--- src/rtl/led_frame_pingpong_ctrl.sv ---
// Ping-pong frame buffer controller: captures pixel frames into one bank of a
// shared dual-port RAM while the newest complete frame streams out of the other.
module led_frame_pingpong_ctrl #(
  parameter int SIZE   = 24,
  parameter int PIXELS = 64,
  localparam int AW    = $clog2(2 * PIXELS),
  localparam int IW    = $clog2(PIXELS)
) (
  input  logic            clk,
  input  logic            rst_n,
  input  logic            in_valid,
  input  logic            in_sof,
  input  logic [SIZE-1:0] in_data,
  input  logic            frame_go,
  output logic            ram_we,
  output logic [AW-1:0]   ram_waddr,
  output logic [SIZE-1:0] ram_wdata,
  output logic [AW-1:0]   ram_raddr,
  input  logic [SIZE-1:0] ram_rdata,
  output logic            out_valid,
  input  logic            out_ready,
  output logic [SIZE-1:0] out_data,
  output logic            out_sof,
  output logic            out_eof,
  output logic            frame_pending,
  output logic            rd_busy,
  output logic [7:0]      drop_cnt
);

  typedef enum logic {WIDLE, WRITE} wstate_t;
  typedef enum logic {RIDLE, RUN}   rstate_t;

  wstate_t         wstate_q, wstate_d;
  logic            wbank_q, wbank_d;
  logic [IW-1:0]   wcnt_q, wcnt_d;
  logic            pbank_q, pbank_d;
  logic            frame_pending_q, frame_pending_d;
  logic [7:0]      drop_q, drop_d;
  logic            we_q, we_d;
  logic [AW-1:0]   waddr_q, waddr_d;
  logic [SIZE-1:0] wdata_q, wdata_d;

  rstate_t         rstate_q, rstate_d;
  logic            rbank_q, rbank_d;
  logic [IW:0]     ridx_q, ridx_d;
  logic            infl_q, infl_d;
  logic            infl_sof_q, infl_sof_d;
  logic            infl_eof_q, infl_eof_d;
  logic [1:0]      occ_q, occ_d;
  logic [SIZE-1:0] b0_data_q, b0_data_d, b1_data_q, b1_data_d;
  logic            b0_sof_q, b0_sof_d, b1_sof_q, b1_sof_d;
  logic            b0_eof_q, b0_eof_d, b1_eof_q, b1_eof_d;

  logic            sof_acc, go_acc, lock_bank, new_bank, sof_kill, wr_done;
  logic            pop, issue;
  logic [1:0]      occ_after;

  always_comb begin
    wstate_d        = wstate_q;
    wbank_d         = wbank_q;
    wcnt_d          = wcnt_q;
    pbank_d         = pbank_q;
    frame_pending_d = frame_pending_q;
    drop_d          = drop_q;
    we_d            = 1'b0;
    waddr_d         = waddr_q;
    wdata_d         = wdata_q;
    rstate_d        = rstate_q;
    rbank_d         = rbank_q;
    ridx_d          = ridx_q;
    infl_sof_d      = infl_sof_q;
    infl_eof_d      = infl_eof_q;
    b0_data_d       = b0_data_q;
    b0_sof_d        = b0_sof_q;
    b0_eof_d        = b0_eof_q;
    b1_data_d       = b1_data_q;
    b1_sof_d        = b1_sof_q;
    b1_eof_d        = b1_eof_q;
    sof_kill        = 1'b0;
    wr_done         = 1'b0;

    sof_acc   = in_valid & in_sof;
    go_acc    = (rstate_q == RIDLE) & frame_go & frame_pending_q;
    // The bank the writer must avoid: the one being read, else the one holding the pending frame.
    lock_bank = (rstate_q == RUN) ? rbank_q : (frame_pending_q ? pbank_q : ~wbank_q);
    new_bank  = ~lock_bank;

    if (sof_acc) begin
      wstate_d = WRITE;
      wbank_d  = new_bank;
      wcnt_d   = IW'(1);
      we_d     = 1'b1;
      waddr_d  = {new_bank, IW'(0)};
      wdata_d  = in_data;
      sof_kill = frame_pending_q & (new_bank == pbank_q);
    end else if ((wstate_q == WRITE) && in_valid) begin
      we_d    = 1'b1;
      waddr_d = {wbank_q, wcnt_q};
      wdata_d = in_data;
      if (wcnt_q == IW'(PIXELS - 1)) begin
        wr_done  = 1'b1;
        wstate_d = WIDLE;
        pbank_d  = wbank_q;
      end else begin
        wcnt_d = wcnt_q + IW'(1);
      end
    end

    if (go_acc || sof_kill) frame_pending_d = 1'b0;
    if (wr_done)            frame_pending_d = 1'b1;
    // A frame handed to the reader in the same cycle is consumed, not dropped.
    if ((sof_kill || (wr_done && frame_pending_q && !go_acc)) && (drop_q != 8'hFF))
      drop_d = drop_q + 8'd1;

    pop       = (occ_q != 2'd0) & out_ready;
    occ_after = occ_q - {1'b0, pop};
    issue     = (rstate_q == RUN) && (ridx_q < (IW+1)'(PIXELS)) &&
                ((occ_after + {1'b0, infl_q}) < 2'd2);

    if (pop) begin
      b0_data_d = b1_data_q;
      b0_sof_d  = b1_sof_q;
      b0_eof_d  = b1_eof_q;
    end
    if (infl_q) begin
      if (occ_after == 2'd0) begin
        b0_data_d = ram_rdata;
        b0_sof_d  = infl_sof_q;
        b0_eof_d  = infl_eof_q;
      end else begin
        b1_data_d = ram_rdata;
        b1_sof_d  = infl_sof_q;
        b1_eof_d  = infl_eof_q;
      end
    end
    occ_d = occ_after + {1'b0, infl_q};

    infl_d = issue;
    if (issue) begin
      infl_sof_d = (ridx_q == '0);
      infl_eof_d = (ridx_q == (IW+1)'(PIXELS - 1));
      ridx_d     = ridx_q + (IW+1)'(1);
    end

    if (go_acc) begin
      rstate_d = RUN;
      rbank_d  = pbank_q;
      ridx_d   = '0;
    end else if ((rstate_q == RUN) && pop && b0_eof_q) begin
      rstate_d = RIDLE;
    end
  end

  always_ff @(posedge clk) begin
    if (!rst_n) begin
      wstate_q        <= WIDLE;
      wbank_q         <= 1'b0;
      wcnt_q          <= '0;
      pbank_q         <= 1'b0;
      frame_pending_q <= 1'b0;
      drop_q          <= '0;
      we_q            <= 1'b0;
      waddr_q         <= '0;
      wdata_q         <= '0;
      rstate_q        <= RIDLE;
      rbank_q         <= 1'b0;
      ridx_q          <= '0;
      infl_q          <= 1'b0;
      infl_sof_q      <= 1'b0;
      infl_eof_q      <= 1'b0;
      occ_q           <= '0;
      b0_data_q       <= '0;
      b0_sof_q        <= 1'b0;
      b0_eof_q        <= 1'b0;
      b1_data_q       <= '0;
      b1_sof_q        <= 1'b0;
      b1_eof_q        <= 1'b0;
    end else begin
      wstate_q        <= wstate_d;
      wbank_q         <= wbank_d;
      wcnt_q          <= wcnt_d;
      pbank_q         <= pbank_d;
      frame_pending_q <= frame_pending_d;
      drop_q          <= drop_d;
      we_q            <= we_d;
      waddr_q         <= waddr_d;
      wdata_q         <= wdata_d;
      rstate_q        <= rstate_d;
      rbank_q         <= rbank_d;
      ridx_q          <= ridx_d;
      infl_q          <= infl_d;
      infl_sof_q      <= infl_sof_d;
      infl_eof_q      <= infl_eof_d;
      occ_q           <= occ_d;
      b0_data_q       <= b0_data_d;
      b0_sof_q        <= b0_sof_d;
      b0_eof_q        <= b0_eof_d;
      b1_data_q       <= b1_data_d;
      b1_sof_q        <= b1_sof_d;
      b1_eof_q        <= b1_eof_d;
    end
  end

  assign ram_we        = we_q;
  assign ram_waddr     = waddr_q;
  assign ram_wdata     = wdata_q;
  assign ram_raddr     = {rbank_q, ridx_q[IW-1:0]};
  assign out_valid     = (occ_q != 2'd0);
  assign out_data      = b0_data_q;
  assign out_sof       = out_valid & b0_sof_q;
  assign out_eof       = out_valid & b0_eof_q;
  assign frame_pending = frame_pending_q;
  assign rd_busy       = (rstate_q == RUN);
  assign drop_cnt      = drop_q;

endmodule

--- config.mk ---
export PLATFORM = sky130hd
export DESIGN_NAME = led_frame_pingpong_ctrl
export DESIGN_NICKNAME = d
export VERILOG_FILES = /design/src/rtl/led_frame_pingpong_ctrl.sv
export SDC_FILE = /design/constraint.sdc
export NUM_CORES = 1
export LEC_CHECK = 0
export BUFFER_PORTS_ARGS = -buffer_cell sky130_fd_sc_hd__clkbuf_2
export CORE_MARGIN = 3
export CORE_UTILIZATION = 56
export CTS_CLUSTER_SIZE = 40
export DETAILED_ROUTE_END_ITERATION = 12
export HOLD_SLACK_MARGIN = 0.15
export PLACE_DENSITY = 0.94
export SLEW_MARGIN = 30
export SYNTH_ARGS = -nofsm -noshare
export SYNTH_HDL_FRONTEND = slang
export SYNTH_SLANG_ARGS = --single-unit
--- constraint.sdc ---
create_clock -name clk -period 6.79 [get_ports clk]
set_input_delay 0.3395 -clock clk [delete_from_list [all_inputs] [get_ports clk]]
set_output_delay 0.3395 -clock clk [all_outputs]
set_load 0.01 [all_outputs]
; ---- After elaboration in Yosys (flattened, before gate mapping)
; Index checks and enable logic that the tools add are counted.
[op_classes]
n_reduce_logical = 25
n_lt_le_gt_ge = 2
muxes = 31
multipliers = 0
addsub = 5
n_eq_ne = 5
shifts = 0
n_bitwise = 14
div = 0
[op_table]
columns = op, count
row1 = $mux 24, 5
row2 = $mux 1, 24
row3 = $mux 7, 2
row4 = $reduce_bool 2->1, 5
row5 = $add 8x1->8 const B, 1
row6 = $logic_and 1x1->1, 8
row7 = $ne 8x8->1 const B, 1
row8 = $reduce_and 2->1, 4
row9 = $add 7x1->7 const B, 1
row10 = $and 1x1->1, 7
row11 = $eq 7x6->1 const B, 1
row12 = $logic_not 7->1, 1
row13 = $lt 7x7->1 const B, 1
row14 = $not 1->1, 7
row15 = $add 6x1->6 const B, 1
row16 = $eq 6x6->1 const B, 1
row17 = $reduce_or 2->1, 2
row18 = $reduce_and 3->1, 1
row19 = $add 2x1->2, 1
row20 = $logic_not 2->1, 1
row21 = $logic_or 1x1->1, 2
row22 = $lt 2x2->1 const B, 1
row23 = $ne 2x2->1 const B, 1
row24 = $sub 2x1->2, 1
row25 = 2 further kinds, 2
[word_totals]
out_inout_bits = 76
mem_count = 0
register_bits = 116
mem_bits_ro = 0
latchBits = 0
ram_bits = 0

; ---- Longest topological paths before layout
[depth]
word_depth = 10
depth_mapped = 14
mapped_depth_nobuf = 12

; ---- Worst setup path after synthesis
; No wires, ideal clock.
[synth_path]
path_kind = register to register
startpoint = reg occ_q[1]
endpoint = reg ridx_q[4]
path_slack_ns = 4.055
path_buffers = 2
stages_incl_launch_ff = 15
arrival_ns = 2.616
synth_period_minus_slack_ns = 2.735
path_cell_list = dfxtp_1 nor2_1 inv_1 nand2_1 clkinv_1 buf_2 ha_1 inv_1 ha_1 xor3_1 nor3b_2 buf_2 nand4_1 xor2_1 nor2_1
[synth_via]
elab_chain_len = 6
[synth_rtl]
columns = element, line
row1 = from (decl), 49  ; logic [1:0] occ_q, occ_d;
row2 = from (signal assigned), 171  ; occ_q <= '0;
row3 = from (signal assigned), 194  ; occ_q <= occ_d;
row4 = $reduce_bool 2->1, n/a
row5 = via out_valid, 20  ; output logic out_valid,
row6 = $and 1x1->1, 115  ; pop = (occ_q != 2'd0) & out_ready;
row7 = $sub 2x1->2, 116  ; occ_after = occ_q - {1'b0, pop};
row8 = $add 2x1->2, 118  ; ((occ_after + {1'b0, infl_q}) < 2'd2);
row9 = $lt 2x2->1, 118
row10 = $logic_and 1x1->1, 117  ; issue = (rstate_q == RUN) && (ridx_q < (IW+1)'(PIXELS)) &&
row11 = to (signal assigned), 190  ; ridx_q <= ridx_d;
row12 = to (decl), 45  ; logic [IW:0] ridx_q, ridx_d;
; The timed path passes the listed nets, and every way through them passes these cells.
; A chain may end at the register's enable or synchronous reset.

; ---- Worst setup path after layout
[layout_path]
startpoint = reg occ_q[1]
endpoint = reg ridx_q[6]
[layout_via]
elab_chain_len = 6
[layout_rtl]
columns = element, line
row1 = $reduce_bool 2->1, 115
row2 = $and 1x1->1, 115
row3 = $sub 2x1->2 *, 116
row4 = $add 2x1->2 *, 118
row5 = $lt 2x2->1 *, 118
row6 = $logic_and 1x1->1 *, 117
; Every way passes the cells marked *; elsewhere a longest branch is shown, timed or not.

==> out/results.txt <==
status - completed
first-pass GRT wire length - 23.05 mm
Vias/cell - 5.633
critical path's slowest cell - clkinv_1
FF-to-FF path depth - 12
crit end category - flip-flop
Clock power frac - 50.4%
Initial Utilization - 58.17%
R2R setup slack - 2400 ps
Seq/Total Area, Yosys - 48.35%
core area - 0.008258 mm^2
Static Leak - 2.656 nW
Num CTS Buffers - 17
skew final - 9.231 ps
DR DRC count - 0
Switch Pwr - 0.4098 mW
Power Dens Cells - 261.9 mW/mm^2
GP Congestion - 0.8266
count of input and output buffers - 129
worst slack at placement - 2484 ps
Die Ht - 98.62 um
reg-to-reg critical path startpoint - occ_q[1]
Synth Area per Inst - 8.211 um^2
I/O pins - 130
Worst Hold End - wbank_q
Synth Register Bits - 116
Reg-to-Reg End - ridx_q[6]
Overflow after GRT - 0
CTS max path bufs - 2
DRT Wirelength - 14.14 mm
Crit Path Max Fanout - 28
Reg clk slew, reported paths - 60 ps
Max-Cap Viols - 0
Syn Nets - 645
worst setup margin - 2404 ps
CTS sink count - 116
Die Area - 0.009725 mm^2
f_max - 228.0 MHz
initial antenna violation count - 0
clock root buffer - clkbuf_8
number of core rows - 33
first drt pass iteration count - 5
crit path cell chain - nor2_1, inv_1, nand2_1, clkinv_1, ha_1, inv_1, ha_1, xor3_1, nor3b_2, and3_1, nand4_1, a21oi_1
drt wl/cell - 16.46 um
hpwl dp - 7.504 mm
via count - 4,839
Critical Path AT - 4820 ps
clk_lat worst skew - 520 ps
slowest stage delay, CP - 900 ps
Cells after Synth - 585
Internal - 1.280 mW
RSZ-0062 raised after global routing - no
Setup Viol. Count Final - 0
Hold WC Path Type - in -> reg
CTS H-tree depth - 4
number of DRC markers in iteration 0 - 247
Worst IR Drop VDD - 0.0002095 V
EDFF count, synth - 0
max-slew violation count - 0
overall routing resource usage - 29.42%
Worst slew margin - 39.97%
Setup CP Type - reg -> reg
Syn Std Cell Area - 0.004803 mm^2
CTS tree - done
ys flop type - dfxtp_1
share of cells above drive strength 1 - 22.55%
die width - 98.62 um
ANT cells - 0
Ys Warns - 0
switch share - 24.26%
Tightest Pin Transition - 898.3 ps
post-synth cell types - 46
sequential group share of total power - 41.5%
Layout area overhead - 34.28%
Async SR Flop Fraction - 0%
worst hold start - in_sof
Logic pwr share - 8.1%
Setup TNS - 0 ps
endpoints failing hold - 0
worst path required time - 7220 ps
Final nets - 801
Routed Antenna Nets - 0
final worst-path cycle share - 64.59%
min Tclk post-route - 4386 ps
largest net degree at the start of global routing - 60
Hold Crit Depth - 3
vias in the first global route - 4,915
Critical Path Source Type - flip-flop
[what timing repair did]
item / in CTS / in global routing
setup buffers: 0 / 0
hold endpoints to repair: 73 / 0
hold buffers: 49 / 0
resized for setup: 0 / 0
setup endpoints to repair: 0 / 0
[per-layer routing]
metal / vias up / GRT usage [%] / routed length, um
met5: - / 0 / 0
met4: 0 / 15.55 / 547
met3: 51 / 7.997 / 1131
met2: 253 / 51.95 / 7205
met1: 2256 / 32.06 / 5252
li1: 2279 / - / -
[critical path, delay by kind of cell, from the launching register on]
kind	cells	cell delay [ps]
simple gates	5	1700
buf+inv	3	1070
fa+ha+maj	2	780
flops	1	330
xor+xnor	1	260
compound gates	1	160
[cells in the mapped netlist (5+ instances only)]
library cell	count	share of area [%]
a21boi_0	29	4.5
a21oi_1	41	4.3
a311oi_1	26	4.7
and2_1	6	0.78
buf_2	6	0.63
buf_4	8	1.3
clkbuf_1	26	2.0
dfxtp_1	116	48
ha_1	6	1.6
inv_1	9	0.70
nand2_1	181	14
nand3_1	14	1.5
nand4_1	5	0.65
nor2_1	44	3.4
o21ai_0	8	0.83
xnor2_1	5	0.91
[sequential cells by signal, indices dropped and copies added (netlist names), 2 cells and up]
signal	count
b1_data_q	24
drop_cnt	8
occ_q	2
out_data	24
ram_waddr	7
ram_wdata	24
ridx_q	7
wcnt_q	6
[area by class of cell]
class                   instances  area [um^2]
clock inverters                13        135.1
fillers                       517         1808
repair buffers                179         1144
multi-input cells             416         2243
flip-flops and latches        116         2322
clock buffers                  19        431.7
well taps                     105        131.4
inverters                      11        42.54
[cells by family (layout without fill, tap and decap cells)]
kind of cell / Yosys count / in the layout / synth area share, %
AND/OR/NAND/NOR: 279 / 279 / 25.48
AO/OA/AOI/OAI: 117 / 117 / 16.41
adder cells (fa/ha/maj): 6 / 6 / 1.563
flip-flops: 116 / 116 / 48.35
XOR/XNOR: 10 / 10 / 2.136
multiplexers: 4 / 4 / 0.8336
buffers and inverters: 53 / 222 / 5.236
[cells in the final DEF (no fill, tap or decap), types with 8 or more instances in the layout]
cell type and n:
clkbuf_16 16, a311oi_1 26, nand2_1 181, dfxtp_1 116, dlygate4sd3_1 49, inv_1 9, nand3_1 13, o21ai_0 8
nor2_1 44, a21boi_0 29, clkbuf_2 129, a21oi_1 41
[per-stage QoR]
stage	instances	power [mW]	hold slack, ps	cell area [um^2]	util, %
2_1_floorplan	585	0.7805	436.6	4803	-
3_5_place_dp	778	0.8199	448.3	5383	65.18
5_1_grt	859	1.742	207.4	6450	78.11
6_report	859	1.689	183.5	6450	78.11
3_3_place_gp	778	0.8159	440.8	5383	65.18
4_1_cts	859	1.682	159.6	6440	77.98
[how the worst max path moves through the flow]
stage	start	endpoint	slack, ps	depth (start not counted)
6_report	occ_q[1]	ridx_q[6]	2400	12
5_1_grt	occ_q[1]	ridx_q[6]	1970	12
2_1_floorplan	occ_q[1]	ridx_q[4]	4050	14
3_5_place_dp	occ_q[1]	ridx_q[6]	2480	12
4_1_cts	occ_q[1]	ridx_q[6]	2410	12
3_3_place_gp	occ_q[1]	ridx_q[6]	2610	12
[power groups by stage]
stage                     Combinational, mW  Sequential [mW]  Clock (mW)
after floorplan                      0.0636            0.717           0
after global placement                0.102            0.713           0
after detailed placement              0.106            0.714           0
after CTS                             0.129            0.700       0.854
after global routing                  0.149            0.702       0.892
final                                 0.137            0.701       0.851
No activity file was read; power rests on OpenSTA's default activity.
